==> src/rtl/storage_bank.sv <==
// storage_bank: DEPTH x WIDTH register bank with record, copy, step and serial transfer.
// Define STORAGE_ROTATE_EN to feed the destination LSB back into the source MSB (swap on transfer).
module storage_bank #(
  parameter int WIDTH = 8,
  parameter int DEPTH = 4,
  parameter int SEL_W = $clog2(DEPTH)
) (
  input  logic             clk,
  input  logic             key0_rst,
  input  logic             record,
  input  logic             copy,
  input  logic             step,
  input  logic             transfer,
  input  logic [SEL_W-1:0] sel_src,
  input  logic [SEL_W-1:0] sel_dst,
  input  logic [WIDTH-1:0] sw,
  input  logic             sin,
  output logic [WIDTH-1:0] src_q,
  output logic [WIDTH-1:0] dst_q,
  output logic             busy,
  output logic             done,
  output logic             err
);
  localparam int CW = $clog2(WIDTH + 1);
  typedef enum logic {IDLE, SHIFT} state_t;
  state_t state;
  logic [WIDTH-1:0] bank [DEPTH];
  logic [SEL_W-1:0] src_l, dst_l, a, b;
  logic [CW-1:0] cnt;
  logic [WIDTH-1:0] s_sh, d_sh;
  logic msb_in, any, same;
  assign src_q = bank[sel_src];
  assign dst_q = bank[sel_dst];
  assign any = record | copy | step | transfer;
  assign same = sel_src == sel_dst;
  // The shift datapath follows the latched pair while shifting, the live selectors otherwise.
  assign a = (state == SHIFT) ? src_l : sel_src;
  assign b = (state == SHIFT) ? dst_l : sel_dst;
`ifdef STORAGE_ROTATE_EN
  assign msb_in = bank[b][0];
`else
  assign msb_in = sin;
`endif
  assign s_sh = {msb_in, bank[a][WIDTH-1:1]};
  assign d_sh = {bank[a][0], bank[b][WIDTH-1:1]};
  always_ff @(posedge clk or negedge key0_rst) begin
    if (!key0_rst) begin
      for (int i = 0; i < DEPTH; i++) bank[i] <= '0;
      state <= IDLE;
      cnt <= '0;
      busy <= 1'b0;
      done <= 1'b0;
      err <= 1'b0;
      src_l <= '0;
      dst_l <= '0;
    end else begin
      done <= 1'b0;
      err <= 1'b0;
      if (state == SHIFT) begin
        err <= any;
        bank[a] <= s_sh;
        bank[b] <= d_sh;
        cnt <= cnt - 1'b1;
        if (cnt == CW'(1)) begin
          state <= IDLE;
          busy <= 1'b0;
          done <= 1'b1;
        end
      end else if (record) begin
        bank[sel_src] <= sw;
      end else if ((transfer | step | copy) && same) begin
        err <= 1'b1;
      end else if (transfer) begin
        src_l <= sel_src;
        dst_l <= sel_dst;
        cnt <= CW'(WIDTH);
        state <= SHIFT;
        busy <= 1'b1;
      end else if (step) begin
        bank[a] <= s_sh;
        bank[b] <= d_sh;
      end else if (copy) begin
        bank[sel_dst] <= bank[sel_src];
      end
    end
  end
endmodule

==> config.mk <==
export PLATFORM = sky130hd
export DESIGN_NAME = storage_bank
export DESIGN_NICKNAME = d
export VERILOG_FILES = /design/src/rtl/storage_bank.sv
export SDC_FILE = /design/constraint.sdc
export NUM_CORES = 1
export LEC_CHECK = 0
export CAP_MARGIN = 20
export CELL_PAD_IN_SITES_DETAIL_PLACEMENT = 0
export CELL_PAD_IN_SITES_GLOBAL_PLACEMENT = 1
export CORE_MARGIN = 4
export CORE_UTILIZATION = 48
export CTS_CLUSTER_SIZE = 8
export DETAILED_ROUTE_END_ITERATION = 8
export HOLD_SLACK_MARGIN = 0.03
export PLACE_DENSITY = 0.95
export SLEW_MARGIN = 40
export SYNTH_ARGS = -nofsm -noshare
export SYNTH_HDL_FRONTEND = slang
export SYNTH_SLANG_ARGS = --single-unit
==> constraint.sdc <==
create_clock -name clk -period 2.84 [get_ports clk]
set_input_delay 0.284 -clock clk [delete_from_list [all_inputs] [get_ports clk]]
set_output_delay 0.284 -clock clk [all_outputs]
set_load 0.01 [all_outputs]
* After elaboration in Yosys (flattened, before gate mapping) *
Index checks and enable logic that the tools add are counted.

storage, ports and cells
  logic and storage cells = 101
  output and inout bits = 19
  bits of input ports = 19
  register bits after elaboration = 44

operators by class
  multiplexer cells = 51
  bitwise gates (word level) = 12
  reduce and logical (&&, ||, !) cells = 11
  $lt $le $gt $ge = 8
  eq/ne operators = 7
  add/subtract/negate cells = 1

operators with widths
  kind                                                        count
  two-way mux 32 bit                                          6
  bitwise mux 32 bit                                          4
  two-way mux 8 bit                                           12
  binary-select mux 8 bit (select 2 bit)                      4
  demux 8 bit (select 2 bit)                                  4
  two-way mux 4 bit                                           4
  two-way mux 1 bit                                           15
  greater-or-equal comparator 3 bit, second input constant    4
  less-than comparator 3 x 1 -> 1 bit, second input constant  4
  NOT 2 -> 3 bit                                              4
  AND reduction 4 bit                                         2
  AND reduction 3 bit                                         2
  logical AND 1 bit                                           5
  bitwise OR 1 bit                                            5
  == test 4 x 1 -> 1 bit, second input constant               1
  two-way mux 2 bit                                           2
  != test 2 x 1 -> 1 bit, second input constant               2
  nonzero test 4 bit                                          1
  subtractor 4 x 1 -> 4 bit, second input constant            1
  != test 3 x 2 -> 1 bit, second input constant               1
  != test 3 bit, second input constant                        1
  NOT 1 bit                                                   3
  == test 2 bit                                               1
  != test 2 bit, second input constant                        1
  nonzero test 2 bit                                          1

* Depth between registers and ports, before layout *
  word-level depth = 13
  depth in mapped cells = 8
  gate-level depth less buffers = 5

* Least setup slack after synthesis *
OpenSTA, ideal clock, no wires.

  kind = input -> register
  from = input port sel_src[1]
  to = register bank[28] (netlist bit)
  arrival time = 1.772 ns
  required time = 2.719 ns
  slack = 0.947 ns
  setup time = 0.121 ns
  buffers on the path = 2
  stages on the path = 6
  cells stage by stage = buf_2 > buf_1 > mux4_2 > and3_1 > a221o_1 > a22o_1

between the ends
  elaborated cells between the ends (all ways) = 33
  classes of those cells = order compare: 4; eq/ne: 2; mux: 21; bitwise: 2; reduce/logical: 4

RTL lines
  what                                    line  source
  start: declaration                      14    input logic [SEL_W-1:0] sel_src,
  NOT 2 -> 3 bit                          -
  binary-select mux 8 bit (select 2 bit)  -
  two-way mux 8 bit (2 in series)         -
  via src_q[4]                            18    output logic [WIDTH-1:0] src_q,
  bitwise mux 32 bit                      83    bank[sel_dst] <= bank[sel_src];
  two-way mux 32 bit                      82    end else if (copy) begin
  two-way mux 32 bit                      79    end else if (step) begin
  two-way mux 32 bit                      73    end else if (transfer) begin
  two-way mux 32 bit                      71    end else if ((transfer | step | copy) && same) begin
  two-way mux 32 bit                      69    end else if (record) begin
  two-way mux 32 bit                      59    if (state == SHIFT) begin
  end signal: indexed assignment          61    bank[a] <= s_sh;
  end signal: indexed assignment          62    bank[b] <= d_sh;
  end signal: indexed assignment          70    bank[sel_src] <= sw;
  end: declaration                        27    logic [WIDTH-1:0] bank [DEPTH];

The timed path passes the listed nets, and every way through them passes these cells. The select of a mux whose other input is x is not followed.
A chain may end at the register's enable or synchronous reset.

* Worst setup path in the final report *
  from = input port sel_src[1]
  to = output port src_q[1]

between the ends
  word-level cells in the longest chain between the ends = 4

ends and longest elaborated chain
  what                                                   line  source
  NOT 2 -> 3 bit (implied by the code)                   32    assign src_q = bank[sel_src];
  binary-select mux 8 bit (select 2 bit)                 32
  two-way mux 8 bit (implied by the code) (2 in series)  32
  end: declaration                                       18

No other way between the ends. The select of a mux whose other input is x is not followed.

==> key figures <==
Global route
  • Initial antenna violation count: 0
  • Number of global-route vias before repair: 2703
  • Gr ovfl total: 0
  • Pin count of the biggest net entering global routing: 45
  • First-pass GRT wire length: 14090 um
  • Overall routing resource usage: 24.32%

Worst hold path
  • Worst hold-check path type: input port to async pin

Synthesis
  • Seq cells post-synth: 44
  • Area of the mapped netlist: 2989 um2
  • EDFF count, synth: 0
  • Mapped Nets: 295
  • Syn_area_per_cell: 10.91 um2
  • Post-synth top flop: dfrtp_1
  • Post-Synthesis Cells: 274
  • Synth warnings: 0
  • Post-synthesis sequential area ratio: 36.84%
  • Yosys cell types: 50
  • Async SR Flop Fraction: 100.0%

Routing
  • Number of nets still failing antenna checks after routing: 0
  • Routed wire length: 8842 um
  • Pre-antenna DRT Iters: 6
  • Drc violations: 0
  • DR iter-0 viols: 509
  • Via/cell ratio: 7.148
  • Drt wl/cell: 22.50 um
  • Vias: 2809

Final layout
  • Layout cells sized above 1: 15.72%
  • Ant. Diodes: 0
  • Most common cell after layout, fill and taps aside: dfrtp_1
  • Final instance area: 3628 um2
  • Layout overhead on the synthesized area: 21.39%
  • Post-Layout Cell Count: 393
  • Total Nets Final: 338
  • Most frequent cells in the layout: dfrtp_1, clkdlybuf4s50_1, a222oi_1, o2bb2ai_1, nand2_1
  • Util after Layout: 60.57%

Clock network
  • TritonCTS buffer count: 5
  • CTS-repair resized insts: 0
  • CTS tree: built
  • Clock Sinks: 44
  • Htree depth: 2
  • Clock Tree Root: clkbuf_8
  • Maximum clock path buffer count: 2
  • Clk Latency, worst-skew pair: 0.31 ns
  • Clock-pin slew on the worst setup and hold paths: 0.09 ns

Floorplanning
  • Placeable Area: 5991 um2
  • Ports: 38
  • Die Height: 86.92 um
  • Die area: 7554 um2
  • Initial core utilization: 49.90%
  • FP Rows: 28
  • Die X: 86.92 um

Power
  • P_leak: 1.479 nW
  • Peak supply drop: 0.4755 mV
  • Final Power: 3.777 mW
  • Power Density: 1041 nW/um2

STA
  • Clock Skew: 0.002737 ns
  • Setup TNS: 0 ns
  • Final Slew Violations: 0
  • Crit share post-route: 91.32%
  • Final Hold Fails: 0
  • Relative slew slack: 56.29%
  • Fmax: 385.6 MHz
  • Minimum clock period: 2.594 ns
  • Worst-Margin Slew: 0.6556 ns
  • Final setup violating endpoints: 0
  • RSZ-0062 raised after global routing: no

Setup path
  • Worst Path Class, Setup: input port to primary output
  • Worst Setup End Kind: primary output
  • Crit-path cells: clkdlybuf4s50_1 -> buf_4 -> mux4_2 -> clkdlybuf4s50_1
  • Critical Path Max Stage Delay: 0.82 ns
  • Cell repeated most along the worst path: clkdlybuf4s50_1
  • Req. time, crit path: 2.56 ns
  • CP max-delay cell: clkdlybuf4s50_1
  • CP arrival: 2.31 ns
  • Critical Path Fanout Max: 12
  • CP startpoint kind: input port
  • Flop2flop setup slack: 0.41 ns

Placed design
  • Port buffer count: 37
  • DPL Wire Length: 6502 um
  • Placed cell count: 384
  • Area after DPL: 3497 um2
  • GPL Wtd Cong: 0.9124

Run status
  • Status: finished, final reports clean

Job
  • MaxCap Viol Count: 0
-- layout make-up --
cell class | instances | area, um2
Timing Repair Buffer | 49 | 485.5
Inverter | 10 | 37.54
Tap cell | 75 | 93.84
Fill cell | 512 | 2362
Multi-Input combinational cell | 207 | 1789
Sequential cell | 44 | 1101
Clock inverter | 2 | 38.79
Clock buffer | 6 | 82.58
-- sequential cells by signal (all words and copies together), names as in the netlist --
| register | cells |
|---|---|
| dst_l | 2 |
| err | 1 |
| done | 1 |
| src_l | 2 |
| state | 1 |
| bank | 32 |
| busy | 1 |
| cnt | 4 |
-- power breakdown --
group / switching, mW / leakage, nW / internal (mW) / total, mW
clock network: 0.238 / 0.0614 / 0.288 / 0.526
logic: 1.06 / 0.852 / 0.964 / 2.02
registers: 0.337 / 0.565 / 0.889 / 1.23
total: 1.64 / 1.48 / 2.14 / 3.78
-- cell families after synthesis --
| family | synth area share [%] |
|---|---|
| AND/OR/NAND/NOR | 11.18 |
| AO/OA/AOI/OAI | 29.13 |
| adder cells (fa/ha/maj) | 0.8370 |
| multiplexers | 17.37 |
| buffers and inverters | 3.474 |
| XOR/XNOR | 1.172 |
| flip-flops | 36.84 |
-- stage by stage --
step / setup slack (ns) / hold slack (ns)
6_report: 0.2464 / 0.5091
3_5_place_dp: 0.1613 / 0.3186
5_1_grt: 0.1998 / 0.5711
3_3_place_gp: 0.2570 / 0.4937
2_1_floorplan: 0.9471 / -0.01159
4_1_cts: 0.3021 / 0.5188
-- repair_timing --
| item | in CTS | in global routing |
|---|---|---|
| setup buffers | 0 | 0 |
| hold buffers | 1 | 0 |
| endpoints found under the hold margin | 44 | 0 |
-- synthesized netlist by cell type, types with 4 or more instances --
cell,count,area [um2]
and2_1,7,43.79
nor2_1,13,48.80
mux2i_1,8,80.08
clkbuf_1,4,15.01
o21ai_0,5,25.02
o2bb2ai_1,21,183.9
nand2_1,20,75.07
a22o_1,7,61.31
and3_1,7,43.79
inv_1,10,37.54
a222oi_1,21,210.2
a31oi_1,13,81.33
dfrtp_1,44,1101
mux2_2,7,78.83
a221o_1,7,70.07
a21oi_1,7,35.03
xnor2_1,4,35.03
buf_2,5,25.02
mux4_2,16,360.4
-- worst max-delay path: cells and delay by family --
kind	cells	cell delay, ns
buffers and inverters	3	1.62
multiplexers	1	0.40
-- path summary, 6_finish.rpt --
check	endpoint	startpoint	depth (start not counted)
setup / recovery	src_q[1]	sel_src[1]	4
hold / removal	done$_DFF_PN0_	key0_rst	2
min in group clk	cnt[1]$_DFFE_PN0P_	cnt[1]$_DFFE_PN0P_	2
max in group asynchronous	bank[10]$_DFFE_PN0P_	key0_rst	2
setup reg to reg	bank[24]$_DFFE_PN0P_	state$_DFF_PN0_	5
hold reg to reg	cnt[1]$_DFFE_PN0P_	cnt[1]$_DFFE_PN0P_	2
-- layer usage --
metal | part of all wire, % | global-route usage [%] | vias up
met2 | 46 | 37.13 | 190
met3 | 11 | 5.866 | 18
met1 | 41 | 34.34 | 1367
met4 | 1.6 | 7.507 | 0
li1 | - | - | 1234
met5 | 0 | 0 | -
(Power assumes the default switching activity.)
